===== config.mk =====
export PLATFORM = sky130hd
export DESIGN_NAME = pdp8_mem_arb_flat
export DESIGN_NICKNAME = d
export VERILOG_FILES = /design/src/rtl/pdp8_mem_arb_if.sv /design/src/rtl/pdp8_mem_arb.sv /design/src/flat_wrapper.sv
export SDC_FILE = /design/constraint.sdc
export NUM_CORES = 1
export LEC_CHECK = 0
export CAP_MARGIN = 20
export CORE_MARGIN = 4
export CORE_UTILIZATION = 41
export DETAILED_ROUTE_END_ITERATION = 16
export HOLD_SLACK_MARGIN = 0.15
export PLACE_DENSITY = 0.77
export SLEW_MARGIN = 5
export SYNTH_ARGS = -nofsm -noshare
export SYNTH_HDL_FRONTEND = slang
export SYNTH_SLANG_ARGS = --single-unit

===== constraint.sdc =====
create_clock -name clk -period 2.1 [get_ports clk]
set_clock_uncertainty 0.2 [all_clocks]
set_input_delay 0.42 -clock clk [delete_from_list [all_inputs] [get_ports clk]]
set_output_delay 0.42 -clock clk [all_outputs]
set_load 0.02 [all_outputs]

===== src/rtl/pdp8_mem_arb_if.sv =====
`default_nettype none
// ============================================================================
// Module   : pdp8_mem_arb_if
// Brief    : Bus bundle for pdp8_mem_arb: CPU port, DMA port, shared RAM port.
// Revision : 1.0
// ============================================================================
interface pdp8_mem_arb_if;
  logic [14:0] cpu_addr;
  logic [11:0] cpu_data_in;
  logic        cpu_rd;
  logic        cpu_wr;
  logic [11:0] cpu_data_out;
  logic        cpu_ack;

  logic        dma_read_req;
  logic        dma_write_req;
  logic [14:0] dma_ma;
  logic [11:0] dma_in;
  logic [11:0] dma_out;
  logic        dma_done;

  logic [14:0] mem_addr;
  logic [11:0] mem_data_out;
  logic        mem_rd;
  logic        mem_wr;
  logic [11:0] mem_data_in;

  logic        busy;

  // Requesters and RAM side
  modport master (
    output cpu_addr, cpu_data_in, cpu_rd, cpu_wr,
    output dma_read_req, dma_write_req, dma_ma, dma_in,
    output mem_data_in,
    input  cpu_data_out, cpu_ack, dma_out, dma_done,
    input  mem_addr, mem_data_out, mem_rd, mem_wr, busy
  );

  // Arbiter side
  modport slave (
    input  cpu_addr, cpu_data_in, cpu_rd, cpu_wr,
    input  dma_read_req, dma_write_req, dma_ma, dma_in,
    input  mem_data_in,
    output cpu_data_out, cpu_ack, dma_out, dma_done,
    output mem_addr, mem_data_out, mem_rd, mem_wr, busy
  );
endinterface
`default_nettype wire


===== src/rtl/pdp8_mem_arb.sv =====
`default_nettype none
// ============================================================================
// Module   : pdp8_mem_arb
// Brief    : CPU/DMA arbiter for one shared PDP-8 RAM port, with DMA anti-starvation.
// Revision : 1.0
// ============================================================================
module pdp8_mem_arb #(
  parameter int ACCESS_CYCLES = 2,
  parameter int STARVE_LIMIT  = 4
) (
  input  logic          clk,
  input  logic          reset,
  pdp8_mem_arb_if.slave bus
);

  localparam logic [1:0] c_st_idle     = 2'd0;
  localparam logic [1:0] c_st_cpu      = 2'd1;
  localparam logic [1:0] c_st_dma      = 2'd2;
  localparam logic [1:0] c_st_complete = 2'd3;

  localparam logic [3:0] c_acc_load   = 4'(ACCESS_CYCLES - 1);
  localparam logic [3:0] c_starve_max = 4'(STARVE_LIMIT);

  logic [1:0]  r_state;
  logic [1:0]  w_state_nxt;
  logic [3:0]  r_starve_cnt;
  logic [3:0]  r_acc_cnt;
  logic        r_is_dma;
  logic        r_is_write;
  logic [14:0] r_mem_addr;
  logic [11:0] r_mem_data;
  logic [11:0] r_cpu_data;
  logic [11:0] r_dma_data;
  logic        r_mem_rd;
  logic        r_mem_wr;
  logic        r_cpu_ack;
  logic        r_dma_done;
  logic        r_busy;

  logic        w_cpu_pend;
  logic        w_dma_pend;
  logic        w_starved;
  logic        w_grant_cpu;
  logic        w_grant_dma;
  logic        w_last_strobe;
  logic        w_sel_write;
  logic        w_write_nxt;
  logic        w_in_acc_nxt;
  logic        w_mem_rd_nxt;
  logic        w_mem_wr_nxt;
  logic        w_cpu_ack_nxt;
  logic        w_dma_done_nxt;
  logic        w_busy_nxt;

  assign w_cpu_pend  = bus.cpu_rd | bus.cpu_wr;
  assign w_dma_pend  = bus.dma_read_req | bus.dma_write_req;
  assign w_starved   = (r_starve_cnt == c_starve_max);
  // rd+wr together from one requester is treated as a write
  assign w_sel_write = w_grant_dma ? bus.dma_write_req : bus.cpu_wr;

  always_ff @(posedge clk or negedge reset) begin
    if (!reset) begin
      r_state <= c_st_idle;
    end else begin
      r_state <= w_state_nxt;
    end
  end

  always_comb begin
    w_state_nxt   = r_state;
    w_grant_cpu   = 1'b0;
    w_grant_dma   = 1'b0;
    w_last_strobe = 1'b0;
    case (r_state)
      c_st_idle: begin
        if (w_dma_pend && (!w_cpu_pend || w_starved)) begin
          w_grant_dma = 1'b1;
          w_state_nxt = c_st_dma;
        end else if (w_cpu_pend) begin
          w_grant_cpu = 1'b1;
          w_state_nxt = c_st_cpu;
        end
      end
      c_st_cpu, c_st_dma: begin
        if (r_acc_cnt == 4'd0) begin
          w_last_strobe = 1'b1;
          w_state_nxt   = c_st_complete;
        end
      end
      default: w_state_nxt = c_st_idle;
    endcase
  end

  // Outputs are decoded from the next state so they land in registers
  always_comb begin
    w_write_nxt    = (w_grant_cpu | w_grant_dma) ? w_sel_write : r_is_write;
    w_in_acc_nxt   = (w_state_nxt == c_st_cpu) || (w_state_nxt == c_st_dma);
    w_mem_rd_nxt   = w_in_acc_nxt & ~w_write_nxt;
    w_mem_wr_nxt   = w_in_acc_nxt &  w_write_nxt;
    w_cpu_ack_nxt  = (w_state_nxt == c_st_complete) & ~r_is_dma;
    w_dma_done_nxt = (w_state_nxt == c_st_complete) &  r_is_dma;
    w_busy_nxt     = (w_state_nxt != c_st_idle);
  end

  always_ff @(posedge clk or negedge reset) begin
    if (!reset) begin
      r_mem_rd   <= 1'b0;
      r_mem_wr   <= 1'b0;
      r_cpu_ack  <= 1'b0;
      r_dma_done <= 1'b0;
      r_busy     <= 1'b0;
    end else begin
      r_mem_rd   <= w_mem_rd_nxt;
      r_mem_wr   <= w_mem_wr_nxt;
      r_cpu_ack  <= w_cpu_ack_nxt;
      r_dma_done <= w_dma_done_nxt;
      r_busy     <= w_busy_nxt;
    end
  end

  always_ff @(posedge clk or negedge reset) begin
    if (!reset) begin
      r_starve_cnt <= 4'd0;
      r_acc_cnt    <= 4'd0;
      r_is_dma     <= 1'b0;
      r_is_write   <= 1'b0;
      r_mem_addr   <= 15'd0;
      r_mem_data   <= 12'd0;
      r_cpu_data   <= 12'd0;
      r_dma_data   <= 12'd0;
    end else begin
      if (!w_dma_pend || w_grant_dma) begin
        r_starve_cnt <= 4'd0;
      end else if (w_grant_cpu && (r_starve_cnt != c_starve_max)) begin
        r_starve_cnt <= r_starve_cnt + 4'd1;
      end

      if (w_grant_cpu || w_grant_dma) begin
        r_is_dma   <= w_grant_dma;
        r_is_write <= w_sel_write;
        r_mem_addr <= w_grant_dma ? bus.dma_ma : bus.cpu_addr;
        r_mem_data <= w_grant_dma ? bus.dma_in : bus.cpu_data_in;
        r_acc_cnt  <= c_acc_load;
      end else if (((r_state == c_st_cpu) || (r_state == c_st_dma)) && (r_acc_cnt != 4'd0)) begin
        r_acc_cnt <= r_acc_cnt - 4'd1;
      end

      if (w_last_strobe && !r_is_write) begin
        if (r_is_dma) begin
          r_dma_data <= bus.mem_data_in;
        end else begin
          r_cpu_data <= bus.mem_data_in;
        end
      end
    end
  end

  assign bus.mem_rd       = r_mem_rd;
  assign bus.mem_wr       = r_mem_wr;
  assign bus.mem_addr     = r_mem_addr;
  assign bus.mem_data_out = r_mem_data;
  assign bus.cpu_ack      = r_cpu_ack;
  assign bus.dma_done     = r_dma_done;
  assign bus.cpu_data_out = r_cpu_data;
  assign bus.dma_out      = r_dma_data;
  assign bus.busy         = r_busy;

endmodule
`default_nettype wire

===== src/flat_wrapper.sv =====
// flat-port wrapper written by rule: the top's interface ports become plain ports
module pdp8_mem_arb_flat 
#(
  parameter int ACCESS_CYCLES = 2,
  parameter int STARVE_LIMIT  = 4
)
  (clk, reset, bus_cpu_addr, bus_cpu_data_in, bus_cpu_rd, bus_cpu_wr, bus_dma_read_req, bus_dma_write_req, bus_dma_ma, bus_dma_in, bus_mem_data_in, bus_cpu_data_out, bus_cpu_ack, bus_dma_out, bus_dma_done, bus_mem_addr, bus_mem_data_out, bus_mem_rd, bus_mem_wr, bus_busy);
  pdp8_mem_arb_if bus_i ();
  input  logic clk;
  input  logic reset;
  input wire logic [$bits(bus_i.cpu_addr)-1:0] bus_cpu_addr;
  input wire logic [$bits(bus_i.cpu_data_in)-1:0] bus_cpu_data_in;
  input wire logic [$bits(bus_i.cpu_rd)-1:0] bus_cpu_rd;
  input wire logic [$bits(bus_i.cpu_wr)-1:0] bus_cpu_wr;
  input wire logic [$bits(bus_i.dma_read_req)-1:0] bus_dma_read_req;
  input wire logic [$bits(bus_i.dma_write_req)-1:0] bus_dma_write_req;
  input wire logic [$bits(bus_i.dma_ma)-1:0] bus_dma_ma;
  input wire logic [$bits(bus_i.dma_in)-1:0] bus_dma_in;
  input wire logic [$bits(bus_i.mem_data_in)-1:0] bus_mem_data_in;
  output wire logic [$bits(bus_i.cpu_data_out)-1:0] bus_cpu_data_out;
  output wire logic [$bits(bus_i.cpu_ack)-1:0] bus_cpu_ack;
  output wire logic [$bits(bus_i.dma_out)-1:0] bus_dma_out;
  output wire logic [$bits(bus_i.dma_done)-1:0] bus_dma_done;
  output wire logic [$bits(bus_i.mem_addr)-1:0] bus_mem_addr;
  output wire logic [$bits(bus_i.mem_data_out)-1:0] bus_mem_data_out;
  output wire logic [$bits(bus_i.mem_rd)-1:0] bus_mem_rd;
  output wire logic [$bits(bus_i.mem_wr)-1:0] bus_mem_wr;
  output wire logic [$bits(bus_i.busy)-1:0] bus_busy;
  assign bus_i.cpu_addr = bus_cpu_addr;
  assign bus_i.cpu_data_in = bus_cpu_data_in;
  assign bus_i.cpu_rd = bus_cpu_rd;
  assign bus_i.cpu_wr = bus_cpu_wr;
  assign bus_i.dma_read_req = bus_dma_read_req;
  assign bus_i.dma_write_req = bus_dma_write_req;
  assign bus_i.dma_ma = bus_dma_ma;
  assign bus_i.dma_in = bus_dma_in;
  assign bus_i.mem_data_in = bus_mem_data_in;
  assign bus_cpu_data_out = bus_i.cpu_data_out;
  assign bus_cpu_ack = bus_i.cpu_ack;
  assign bus_dma_out = bus_i.dma_out;
  assign bus_dma_done = bus_i.dma_done;
  assign bus_mem_addr = bus_i.mem_addr;
  assign bus_mem_data_out = bus_i.mem_data_out;
  assign bus_mem_rd = bus_i.mem_rd;
  assign bus_mem_wr = bus_i.mem_wr;
  assign bus_busy = bus_i.busy;
  pdp8_mem_arb #(.ACCESS_CYCLES(ACCESS_CYCLES), .STARVE_LIMIT(STARVE_LIMIT)) u_core (.clk(clk), .reset(reset), .bus(bus_i));
endmodule

### After elaboration in Yosys (flattened, before gate mapping)

Index checks and enable logic that the tools add are counted.

* output and inout bits: 56
* memories kept: 0
* bits in read-only memories: 0
* bits in registers: 68
* input port bits: 72
* memory bits (writable): 0
* bits in latches: 0
* logic and storage cells: 72

* shifts and indexed selects: 0
* divide/modulo/power cells: 0
* $lt $le $gt $ge: 0
* reductions and logical operators: 21
* eq/ne operators: 7
* multiply operators: 0
* add/sub/neg operators: 2
* bitwise logic cells: 9
* muxes and demuxes: 19

Operators with widths (number)
* 2-to-1 mux 4 bit: 4
* 2-to-1 mux 15 bit: 1
* 2-to-1 mux 12 bit: 1
* 2-to-1 mux 1 bit: 9
* == test 2 bit, second input constant: 3
* 2-to-1 mux 2 bit: 3
* nonzero test 2 bit: 3
* logical OR 1 bit: 5
* adder 4 x 1 -> 4 bit, second input constant: 1
* bitwise AND 1 bit: 4
* == test 2 x 1 -> 1 bit, second input constant: 2
* == test 4 x 3 -> 1 bit, second input constant: 1
* logical AND 1 bit: 4
* logical NOT 4 bit: 1
* != test 4 x 3 -> 1 bit, second input constant: 1
* case mux 2 bit (2 select lines): 1
* AND reduction 2 bit: 2
* nonzero test 4 bit: 1
* subtractor 4 x 1 -> 4 bit, second input constant: 1
* logical NOT 1 bit: 3
* OR 1 bit: 3
* logical NOT 2 bit: 1
* NOT 1 bit: 2
* OR reduction 2 bit: 1

### Logic depth before layout (Yosys ltp)

Gate-level depths: netlist (run 1).

* depth after elaboration: 10
* gate-level depth with buffers: 8
* depth with buffers taken out: 7

### Worst setup path after synthesis (run 1)

Ideal clock, no wire load.

* path kind: register to register
* from: register u_core.r_state[1]
* to: register u_core.r_mem_wr, in the netlist u_core.bus.mem_wr
* clock period less this slack: 2.240 ns
* data required time: 1.795 ns
* buffers on the path: 1
* data arrival time: 1.934 ns
* stages on the path, launching flop included: 9
* slack: -0.140 ns
* setup time: 0.105 ns
* cells stage by stage: dfrtp_1 > inv_1 > ha_1 > clkbuf_1 > nor3b_1 > o21ai_0 > a31o_2 > ha_1 > nor4b_1

* cells in the longest elaborated chain, start to end: 6
* elaborated cells between the ends (all ways): 17
* classes of those cells: eq/ne (4); mux (8); bitwise (2); reduce/logical (3)

RTL lines
* start, declared: RTL line pdp8_mem_arb.sv:24 `logic [1:0] r_state;`
* start signal, assigned: RTL line pdp8_mem_arb.sv:63 `r_state <= c_st_idle;`
* start signal, assigned: RTL line pdp8_mem_arb.sv:65 `r_state <= w_state_nxt;`
* == test 2 bit, or another cell as far along: RTL line pdp8_mem_arb.sv:74 `case (r_state)`
* OR reduction 2 bit / 2-to-1 mux 2 bit (equally long branches): RTL line pdp8_mem_arb.sv:74, pdp8_mem_arb.sv:76
* case mux 2 bit (2 select lines): RTL line pdp8_mem_arb.sv:74
* == test 2 x 1 -> 1 bit / == test 2 bit (equally long branches): RTL line pdp8_mem_arb.sv:97 `w_in_acc_nxt = (w_state_nxt == c_st_cpu) || (w_state_nxt == c_st_dma);`
* logical OR 1 bit: RTL line pdp8_mem_arb.sv:97
* bitwise AND 1 bit (*): RTL line pdp8_mem_arb.sv:99 `w_mem_wr_nxt = w_in_acc_nxt & w_write_nxt;`
* named net u_core.w_mem_wr_nxt: RTL line pdp8_mem_arb.sv:50 `logic w_mem_wr_nxt;`
* end signal, assigned: RTL line pdp8_mem_arb.sv:114 `r_mem_wr <= w_mem_wr_nxt;`
* end, declared: RTL line pdp8_mem_arb.sv:35 `logic r_mem_wr;`

The timed path passes the listed nets; every way through them passes the cells marked *.
A chain may end at the register's enable or synchronous reset.

### Worst setup path in the final report (run 1)

* from: input bus_cpu_wr
* to: register u_core.r_mem_addr[5], in the netlist u_core.bus.mem_addr[5]

* cells in the longest elaborated chain, start to end: 7
* elaborated cells between the ends (all ways): 11
* classes of those cells: mux (6); bitwise (1); reduce/logical (4)

RTL lines
* start, declared: RTL line flat_wrapper.sv:14 `input wire logic [$bits(bus_i.cpu_wr)-1:0] bus_cpu_wr;`
* OR 1 bit (*): RTL line pdp8_mem_arb.sv:55 `assign w_cpu_pend = bus.cpu_rd | bus.cpu_wr;`
* logical NOT 1 bit: RTL line pdp8_mem_arb.sv:76 `if (w_dma_pend && (!w_cpu_pend || w_starved)) begin`
* logical OR 1 bit: RTL line pdp8_mem_arb.sv:76
* logical AND 1 bit: RTL line pdp8_mem_arb.sv:76
* 2-to-1 mux 1 bit: RTL line pdp8_mem_arb.sv:76
* 2-to-1 mux 1 bit: RTL line pdp8_mem_arb.sv:74
* 2-to-1 mux 15 bit / logical OR 1 bit (equally long branches): RTL line pdp8_mem_arb.sv:141, pdp8_mem_arb.sv:138
* end signal, assigned: RTL line pdp8_mem_arb.sv:141 `r_mem_addr <= w_grant_dma ? bus.dma_ma : bus.cpu_addr;`
* end, declared: RTL line pdp8_mem_arb.sv:30 `logic [14:0] r_mem_addr;`

Every way passes the cells marked *; elsewhere a longest branch is shown, timed or not.

==> results of run 1 <==
-- synthesized netlist by cell type --
cell type | count | area, um2
nand4bb_1 | 1 | 11.3
or2_1 | 1 | 6.26
mux2_4 | 10 | 150
a311oi_1 | 54 | 473
nand2b_1 | 31 | 194
nand3b_1 | 2 | 15.0
o21a_1 | 3 | 22.5
o31a_1 | 1 | 8.76
nor4b_1 | 2 | 17.5
inv_1 | 37 | 139
a31o_2 | 1 | 8.76
or3_4 | 1 | 11.3
buf_4 | 1 | 7.51
o21ai_0 | 8 | 40.0
a22o_1 | 1 | 8.76
and2_1 | 1 | 6.26
clkbuf_1 | 17 | 63.8
nand3_1 | 2 | 10.0
nor2b_1 | 2 | 12.5
and4b_1 | 1 | 10.0
nand4_1 | 2 | 12.5
a31oi_1 | 3 | 18.8
nand4bb_4 | 1 | 27.5
or3_1 | 1 | 6.26
nand4b_1 | 2 | 17.5
buf_6 | 4 | 45.0
dfrtp_1 | 68 | 1700
nor3_1 | 3 | 15.0
nor3b_1 | 2 | 15.0
a21o_1 | 1 | 7.51
buf_2 | 3 | 15.0
a21boi_0 | 1 | 7.51
or3b_2 | 1 | 8.76
nand3b_2 | 1 | 11.3
nor2_1 | 31 | 116
ha_1 | 8 | 100
or4b_1 | 1 | 10.0
mux2i_1 | 1 | 10.0
o41a_1 | 1 | 11.3
a21oi_1 | 6 | 30.0
mux2_2 | 14 | 158
-- logic make-up after synthesis --
logic type | after synthesis | synth area share, %
fa+ha+maj | 8 | 2.81
flops | 68 | 47.8
simple gates | 89 | 15.0
mux | 25 | 8.92
compound gates | 80 | 17.9
buf+inv | 62 | 7.59
-- power by group through the flow --
stage	sequential, uW	clock [uW]	combinational, uW
final	2350	1120	4510
after global routing	2430	1220	4870
after CTS	2350	1160	4430
after detailed placement	2370	0	4400
after global placement	2340	0	4280
after floorplan	2960	0	1930
-- placed cells by master (no fill, tap or decap), types with 4 or more instances in the layout --
master           synthesis  layout
a21oi_1                  6       6
a311oi_1                54      51
buf_4                    1      17
clkbuf_8                 0       9
clkdlybuf4s50_1          0     126
dfrtp_1                 68      68
ha_1                     8       6
inv_1                   37      37
inv_6                    0       4
mux2_2                  14      14
mux2_4                  10      10
nand2b_1                31      31
nor2_1                  31      31
o21ai_0                  8       6
-- state kept, by name, indices dropped and copies added (netlist names), 2 cells and up --
signal	cells
u_core.bus.cpu_data_out	12
u_core.r_state	2
u_core.bus.dma_out	12
u_core.bus.mem_data_out	12
u_core.bus.mem_addr	15
u_core.r_acc_cnt	4
u_core.r_starve_cnt	4
-- timing repair --
item                                    4_1_cts  5_1_grt
resized for setup                             1       11
endpoints found under the setup margin       13       43
hold endpoints to repair                     68        0
hold buffers                                  1        0
-- final cells by class --
class	instances	share of cell area [%]
Clock inverter	7	1.53
Tap cell	105	2.48
Inverter	37	2.62
Sequential cell	68	32.1
Multi-Input combinational cell	202	31.1
Timing Repair Buffer	149	27.8
Clock buffer	9	2.34
-- layer usage --
metal	share of wire (%)	track usage, %	vias to the layer above
met5	0	0	-
met2	47	30.8	113
met4	1.6	6.34	0
li1	-	-	1481
met1	44	24.0	1481
met3	8.0	5.72	15
-- worst max-delay path, cell delays in order --
cell and delay [ps]:
clkdlybuf4s50_1 490, or2_1 280, buf_4 200, buf_4 220
a311oi_1 330, a311oi_2 70
-- through the flow --
stage / utilization (%) / cell area (um2) / setup TNS, ps / std cells / hold slack (ps)
detailed placement: 60.3 / 5030 / -6890 / 560 / 273
CTS: 62.9 / 5250 / 0 / 577 / 307
global placement: 60.3 / 5030 / -4950 / 560 / 272
floorplan: - / 3580 / 0 / 332 / -75.6
finish: 63.5 / 5300 / 0 / 577 / 300
global route: 63.5 / 5300 / -148 / 577 / 331
-- how the worst max path moves through the flow --
| stage | slack (ps) | end | from | depth (start not counted) |
|---|---|---|---|---|
| final | 50 | u_core.bus.mem_addr[5] | bus_cpu_wr | 6 |
| after global routing | -60 | u_core.bus.mem_wr | u_core.r_acc_cnt[0] | 7 |
| after CTS | 10 | u_core.bus.mem_wr | u_core.r_acc_cnt[0] | 7 |
| after detailed placement | -320 | u_core.bus.mem_addr[12] | bus_cpu_wr | 6 |
| after global placement | -260 | u_core.bus.mem_wr | bus_cpu_wr | 6 |
| after floorplan | 10 | u_core.bus.mem_wr | u_core.r_state[1] | 8 |
==> summary.md, run 1 <==
| Metric | Value |
|---|---|
| Overall fraction of global-route tracks in use | 18.9% |
| Total grt overflow | 0 |
| Clk root buf | clkbuf_8 |
| Vias in the first global route | 3,266 |
| Sw Ratio | 40.3% |
| Max Slew Vio Count | 0 |
| Pwr dens | 1510 nW/um2 |
| Width of the die | 101 um |
| Cts bufs inserted | 9 |
| Cell row count | 33 |
| Comb pwr share | 56.5% |
| Hold path endpoint | u_core.bus.cpu_ack |
| CORE AREA | 8340 um2 |
| Post-DP HPWL | 6730 um |
| Antenna Violating Nets Remaining | 0 |
| Sequential cell area | 1700 um2 |
| Achievable clock frequency | 489 MHz |
| Worst setup path category | input port to flop |
| Cells after synthesis | 332 |
| Drt pass-1 iters | 5 |
| Sequential area share after synthesis | 47.8% |
| Final Setup Violations | 0 |
| GPL Wtd Cong | 0.773 |
| Clk network pwr share | 14.1% |
| Clk Latency, worst-skew pair | 340 ps |
| Tmin final | 2050 ps |
| WL per Instance | 16.6 um |
| Reg clk slew, reported paths | 80 ps |
| Syn-to-layout area delta | 48.8% |
| I/O Buffers | 127 |
| Ratio of cells with drive above 1 in the final layout | 16.3% |
| Avg Vias per Cell | 5.36 |
| Vias | 3,090 |
| Worst Hold Launch | u_core.r_is_dma |
| WHS Path Cells | 1 |
| Critical R2R Launch | u_core.r_acc_cnt[0] |
| Max-slew headroom | 66.2% |
| Syn Area/Cell | 10.7 um2 |
| CP arrival | 2030 ps |
| DR iter-0 viols | 114 |
| First-pass GRT wire length | 15,500 um |
| Multi-input gate area | 1650 um2 |
| Worst Path Max Fanout | 18 |
| Reg2reg end | u_core.bus.mem_wr |
| Switch Pwr | 3220 uW |
| Fin. Hold Viols | 0 |
| Synth Net Count | 412 |
| Diodes inserted | 0 |
| Yosys reg bits | 68 |
| Fillcell total | 663 |
| Post-route worst setup slack | 53.8 ps |
| Max Cap Viol | 0 |
| CTS H-tree depth | 3 |
| Startpoint types | input port |
| Power share of the sequential group | 29.4% |
| Dpl ws | -316 ps |
| Reg2reg path depth | 7 |
| Fin crit share | 97.4% |
| Worst Path Required | 2080 ps |
| Worst-Margin Slew | 507 ps |
| R2R setup slack | 80 ps |
| DRC | 0 |
| Status | finished clean |
| Tot Pwr | 7980 uW |
| Int Pwr | 4760 uW |
| Hold Crit Class | flop to flop |
| WL final | 9580 um |
| Crit. End Element | flop |
| Unrepaired setup endpoints after global routing | true |
| Full die area | 10,200 um2 |
| Distinct cells, synth | 41 |
| Yosys warns | 0 |
| Die Y-Extent | 101 um |
| Initial antenna violation count | 0 |
| Bufs on Longest Clock Path | 2 |
| Top Ports | 128 |
| TritonCTS clock tree | built |
| Static leakage | 0.00219 uW |
| Largest net degree at the start of global routing | 69 |
| Clock sinks | 68 |
| Peak supply drop | 741 uV |
| # Post-CTS Setup Buffers | 0 |
| Initial core utilization | 42.7% |
| Synth Cell Area | 3560 um2 |
| Number of nets in the layout | 547 |
No activity file was read; power rests on OpenSTA's default activity.
==> inputs of run 2 (changes only) <==
- ABC_CLOCK_PERIOD_IN_PS: unset -> 2100
- CORE_UTILIZATION: 41 -> 57
- DONT_BUFFER_PORTS: unset -> 1
- PLACE_DENSITY: 0.77 -> 0.75
==> run 2 against run 1 <==
Net effect: the run now ends with negative hold slack left; count of clock-buffer cells in the layout is the same; non-clock buffer count is 71 lower; clock power about the same; largest cell class unchanged.
==> summary.md, run 2 (same netlist as run 1, synthesis figures left out) <==
| Metric | Value |
|---|---|
| Hold Worst Slack | -435 ps |
| Critical R2R Launch | u_core.r_state[0] |
| Cell area after layout | 4550 um2 |
| Vias in the first global route | 3,098 |
| CORE AREA | 5990 um2 |
| Reg clk slew, reported paths | 90 ps |
| Fin crit share | 96.6% |
| Reg2reg end | u_core.bus.dma_out[11] |
| Max Slew Vio Count | 0 |
| First-pass GRT wire length | 14,800 um |
| Vias | 2,927 |
| Startpoint types | flop |
| TritonCTS clock tree | built |
| Fin util | 75.9% |
| DRC | 0 |
| Post-DP HPWL | 5780 um |
| GPL Wtd Cong | 0.817 |
| DR iter-0 viols | 162 |
| Ratio of cells with drive above 1 in the final layout | 18.5% |
| Max-slew headroom | 73.6% |
| Fin. Hold Viols | 68 |
| Drt pass-1 iters | 4 |
| Max Cap Viol | 0 |
| Avg Vias per Cell | 6.14 |
| Final Setup Violations | 0 |
| Worst Path Max Fanout | 12 |
| Crit. End Element | flop |
| Worst-Margin Slew | 397 ps |
| Achievable clock frequency | 493 MHz |
| Full die area | 7580 um2 |
| Overall fraction of global-route tracks in use | 25.2% |
| Syn-to-layout area delta | 27.8% |
| Bufs on Longest Clock Path | 2 |
| Clk root buf | clkbuf_8 |
| Failing checks | negative hold slack |
| Pwr dens | 1520 nW/um2 |
| Largest net degree at the start of global routing | 69 |
| Cell row count | 28 |
| Worst setup path category | flop to flop |
| Top Ports | 128 |
| Total grt overflow | 0 |
| Tmin final | 2030 ps |
| Number of nets in the layout | 476 |
| Most common cell after layout, fill and taps aside | dfrtp_1 |
| CTS H-tree depth | 3 |
| Die Y-Extent | 87.0 um |
| CP Capture Point | u_core.bus.dma_out[11] |
| CP arrival | 2050 ps |
| WL per Instance | 19.8 um |
| Cts bufs inserted | 9 |
| WL final | 9440 um |
| R2R setup slack | 70 ps |
| Most frequent cells in the layout | dfrtp_1 (68), dlygate4sd3_1 (60), a311oi_1 (51) |
| I/O Buffers | 0 |
| Reg2reg path depth | 5 |
| Width of the die | 87.0 um |
| Tot Pwr | 6920 uW |
| Peak supply drop | 975 uV |
| Initial antenna violation count | 0 |
| Area post-placement | 3660 um2 |
| Initial core utilization | 59.4% |
| Beginning of the critical path | u_core.r_state[0] |
| Hold Crit Class | input port to asynchronous set/reset pin |
| Clock sinks | 68 |
| Status | complete, but fails checks |
| Max reg flops | 15 |
| Setup TNS | 0 ps |
| Worst Path Required | 2120 ps |
| Clk Latency, worst-skew pair | 330 ps |
| Static leakage | 0.00192 uW |
| Unrepaired setup endpoints after global routing | false |
| Antenna Violating Nets Remaining | 0 |
==> run 2: how the worst min path moves through the flow <==
| stage | to | depth (start not counted) | startpoint |
|---|---|---|---|
| CTS | u_core.bus.cpu_data_out[3] | 0 | reset |
| detailed placement | u_core.bus.busy | 0 | reset |
| finish | u_core.bus.dma_out[3] | 0 | reset |
| floorplan | u_core.bus.busy | 0 | reset |
| global placement | u_core.bus.busy | 0 | reset |
| global route | u_core.bus.dma_out[2] | 0 | reset |
==> run 2: where the power goes <==
part	internal, uW	switching [uW]
Combinational	1320	1360
Clock	565	548
Sequential	1950	1160
Total	3840	3070
==> run 2: timing repair <==
item | CTS | global route
hold buffers | 59 | 1
resized for setup | 1 | 12
cloned | 0 | 0
endpoints found under the setup margin | 1 | 16
pin swaps | 0 | 0
setup buffers | 0 | 2
endpoints found under the hold margin | 119 | 69
==> run 2: cell type report <==
class,count,area (um2)
Inverter,37,139
Sequential cell,68,1700
Tap cell,75,93.8
Timing Repair Buffer,78,736
Clock inverter,7,80.1
Fill cell,384,1440
Multi-Input combinational cell,202,1670
Clock buffer,9,124
Antenna cell,1,2.50
==> run 2: through the flow <==
stage	std cells	setup WS (ps)
2_1_floorplan	332	10.7
3_3_place_gp	398	74.1
3_5_place_dp	398	-1.05
4_1_cts	473	13.6
5_1_grt	476	6.59
6_report	477	70.9
==> run 2: routing by layer <==
layer / share of wire [%] / wire length [um] / up-vias / global-route usage, %
li1: - / - / 1341 / -
met1: 38 / 3630 / 1422 / 30.0
met2: 51 / 4770 / 143 / 42.6
met3: 9.2 / 865 / 21 / 7.38
met4: 1.8 / 173 / 0 / 10.1
met5: 0 / 0 / - / 0
==> run 2: worst max-delay path, stage by stage (launching register included) <==
cell and delay (ps):
dfrtp_1 380, inv_1 80, ha_4 300, nand4bb_4 150, or3_4 480, mux2_4 330
==> inputs of run 3 (changes only) <==
- HOLD_SLACK_MARGIN: 0.15 -> 0.1
==> run 3 against run 2 <==
Net effect: the flow still finishes with violations (negative hold slack); core utilization shrank 3.2 points; sequential power about the same; wire length is 3.2% lower; critical path depth unchanged; combinational power hardly changed.
==> summary.md, run 3 (same netlist as run 1, synthesis figures left out) <==
| Metric | Value |
|---|---|
| Initial core utilization | 59.4% |
| Tmin final | 2040 ps |
| Hold Crit Class | input port to asynchronous set/reset pin |
| Vias | 2,822 |
| DRC | 0 |
| Clock sinks | 68 |
| Fin crit share | 97.0% |
| I/O Buffers | 0 |
| Fin. Hold Viols | 68 |
| Ratio of cells with drive above 1 in the final layout | 20.0% |
| Drt pass-1 iters | 4 |
| Post-DP HPWL | 5780 um |
| DR iter-0 viols | 139 |
| Tot Pwr | 6900 uW |
| Status | complete, but fails checks |
| Overall fraction of global-route tracks in use | 24.1% |
| Reg clk slew, reported paths | 90 ps |
| Full die area | 7580 um2 |
| Final Setup Violations | 0 |
| Bufs on Longest Clock Path | 2 |
| Worst Path Max Fanout | 12 |
| Cts bufs inserted | 9 |
| Achievable clock frequency | 491 MHz |
| Grt met2 use | 40.3% |
| Worst Path Required | 2120 ps |
| Max-slew headroom | 73.4% |
| Cell area after layout | 4360 um2 |
| Top Ports | 128 |
| Max reg flops | 15 |
| Crit. End Element | flop |
| Failing checks | negative hold slack |
| Area post-placement | 3660 um2 |
| CTS H-tree depth | 3 |
| CP arrival | 2060 ps |
| Syn-to-layout area delta | 22.3% |
| Antenna Violating Nets Remaining | 0 |
| Post-route worst setup slack | 62.6 ps |
| GRT busiest layer | met2 |
| Clk root buf | clkbuf_8 |
| Startpoint types | flop |
| Max Cap Viol | 0 |
| CORE AREA | 5990 um2 |
| Most common cell after layout, fill and taps aside | dfrtp_1 |
| Peak supply drop | 968 uV |
| Dpl ws | -1.05 ps |
| Cell row count | 28 |
| WL per Instance | 20.0 um |
| Hold Worst Slack | -428 ps |
| Width of the die | 87.0 um |
| Total grt overflow | 0 |
| Vias in the first global route | 2,965 |
| GPL Wtd Cong | 0.817 |
| Static leakage | 0.00184 uW |
| First-pass GRT wire length | 14,300 um |
| WL final | 9140 um |
| Avg Vias per Cell | 6.19 |
| Cts hold-fix bufs | 39 |
| Pwr dens | 1580 nW/um2 |
| Worst setup path category | flop to flop |
| Unrepaired setup endpoints after global routing | false |
| Number of nets in the layout | 455 |
| Largest net degree at the start of global routing | 69 |
| Met1 Usage GRT | 29.0% |
| Clk Latency, worst-skew pair | 330 ps |
| Most frequent cells in the layout | dfrtp_1 (68), a311oi_1 (49), dlygate4sd3_1 (39) |
| Worst-Margin Slew | 399 ps |
| Die Y-Extent | 87.0 um |
| TritonCTS clock tree | built |
| Met3 Use GR | 7.38% |
| Initial antenna violation count | 0 |
| Max Slew Vio Count | 0 |
-- run 3: report_power, final --
part / total [uW] / leakage [uW] / internal, uW / switching [uW]
clock: 1110 / 0.0000973 / 565 / 541
sequential: 3120 / 0.000805 / 1950 / 1170
combinational: 2670 / 0.000933 / 1310 / 1360
total: 6900 / 0.00184 / 3830 / 3070
-- run 3: critical path: stages (launching register included) --
cell,delay (ps)
dfrtp_1,380
inv_1,80
ha_4,300
nand4bb_4,150
or3_4,480
mux2_4,330
-- run 3: area by class of cell --
type | instances | area (um2)
clock inverters | 7 | 80.1
inverters | 37 | 139
fillers | 419 | 1640
flip-flops and latches | 68 | 1700
multi-input cells | 202 | 1690
clock buffers | 9 | 124
diodes | 1 | 2.50
well taps | 75 | 93.8
repair buffers | 57 | 529
-- run 3: through the flow --
step | setup TNS (ps) | hold WS (ps) | util [%] | instances
2_1_floorplan | 0 | -75.6 | - | 332
3_3_place_gp | 0 | -72.6 | 61.1 | 398
3_5_place_dp | -1.05 | -72.5 | 61.1 | 398
4_1_cts | 0 | -445 | 71.2 | 453
5_1_grt | 0 | -455 | 72.7 | 455
6_report | 0 | -428 | 72.7 | 456
-- run 3: worst paths after layout --
| path | start | endpoint | slack (ps) | cells past startpoint |
|---|---|---|---|---|
| min in group clk | bus_dma_in[2] | u_core.bus.mem_data_out[2] | 130 | 2 |
| min reg2reg | u_core.r_is_dma | u_core.bus.cpu_ack | 300 | 1 |
| max in group asynchronous | reset | u_core.r_state[0] | 2010 | 0 |
| max | u_core.r_state[0] | u_core.bus.dma_out[11] | 60 | 5 |
| max reg2reg | u_core.r_state[0] | u_core.bus.dma_out[11] | 60 | 5 |
| min | reset | u_core.bus.dma_out[3] | -430 | 0 |
-- run 3: repair_timing --
action	CTS	global route
endpoints found under the setup margin	1	17
resized for setup	1	15
hold endpoints to repair	119	68
buffers inserted	0	2
-- run 3: routing by layer --
layer | vias to the layer above | share of wire [%]
li1 | 1301 | -
met1 | 1382 | 41
met2 | 127 | 50
met3 | 12 | 8.0
met4 | 0 | 1.3
met5 | - | 0
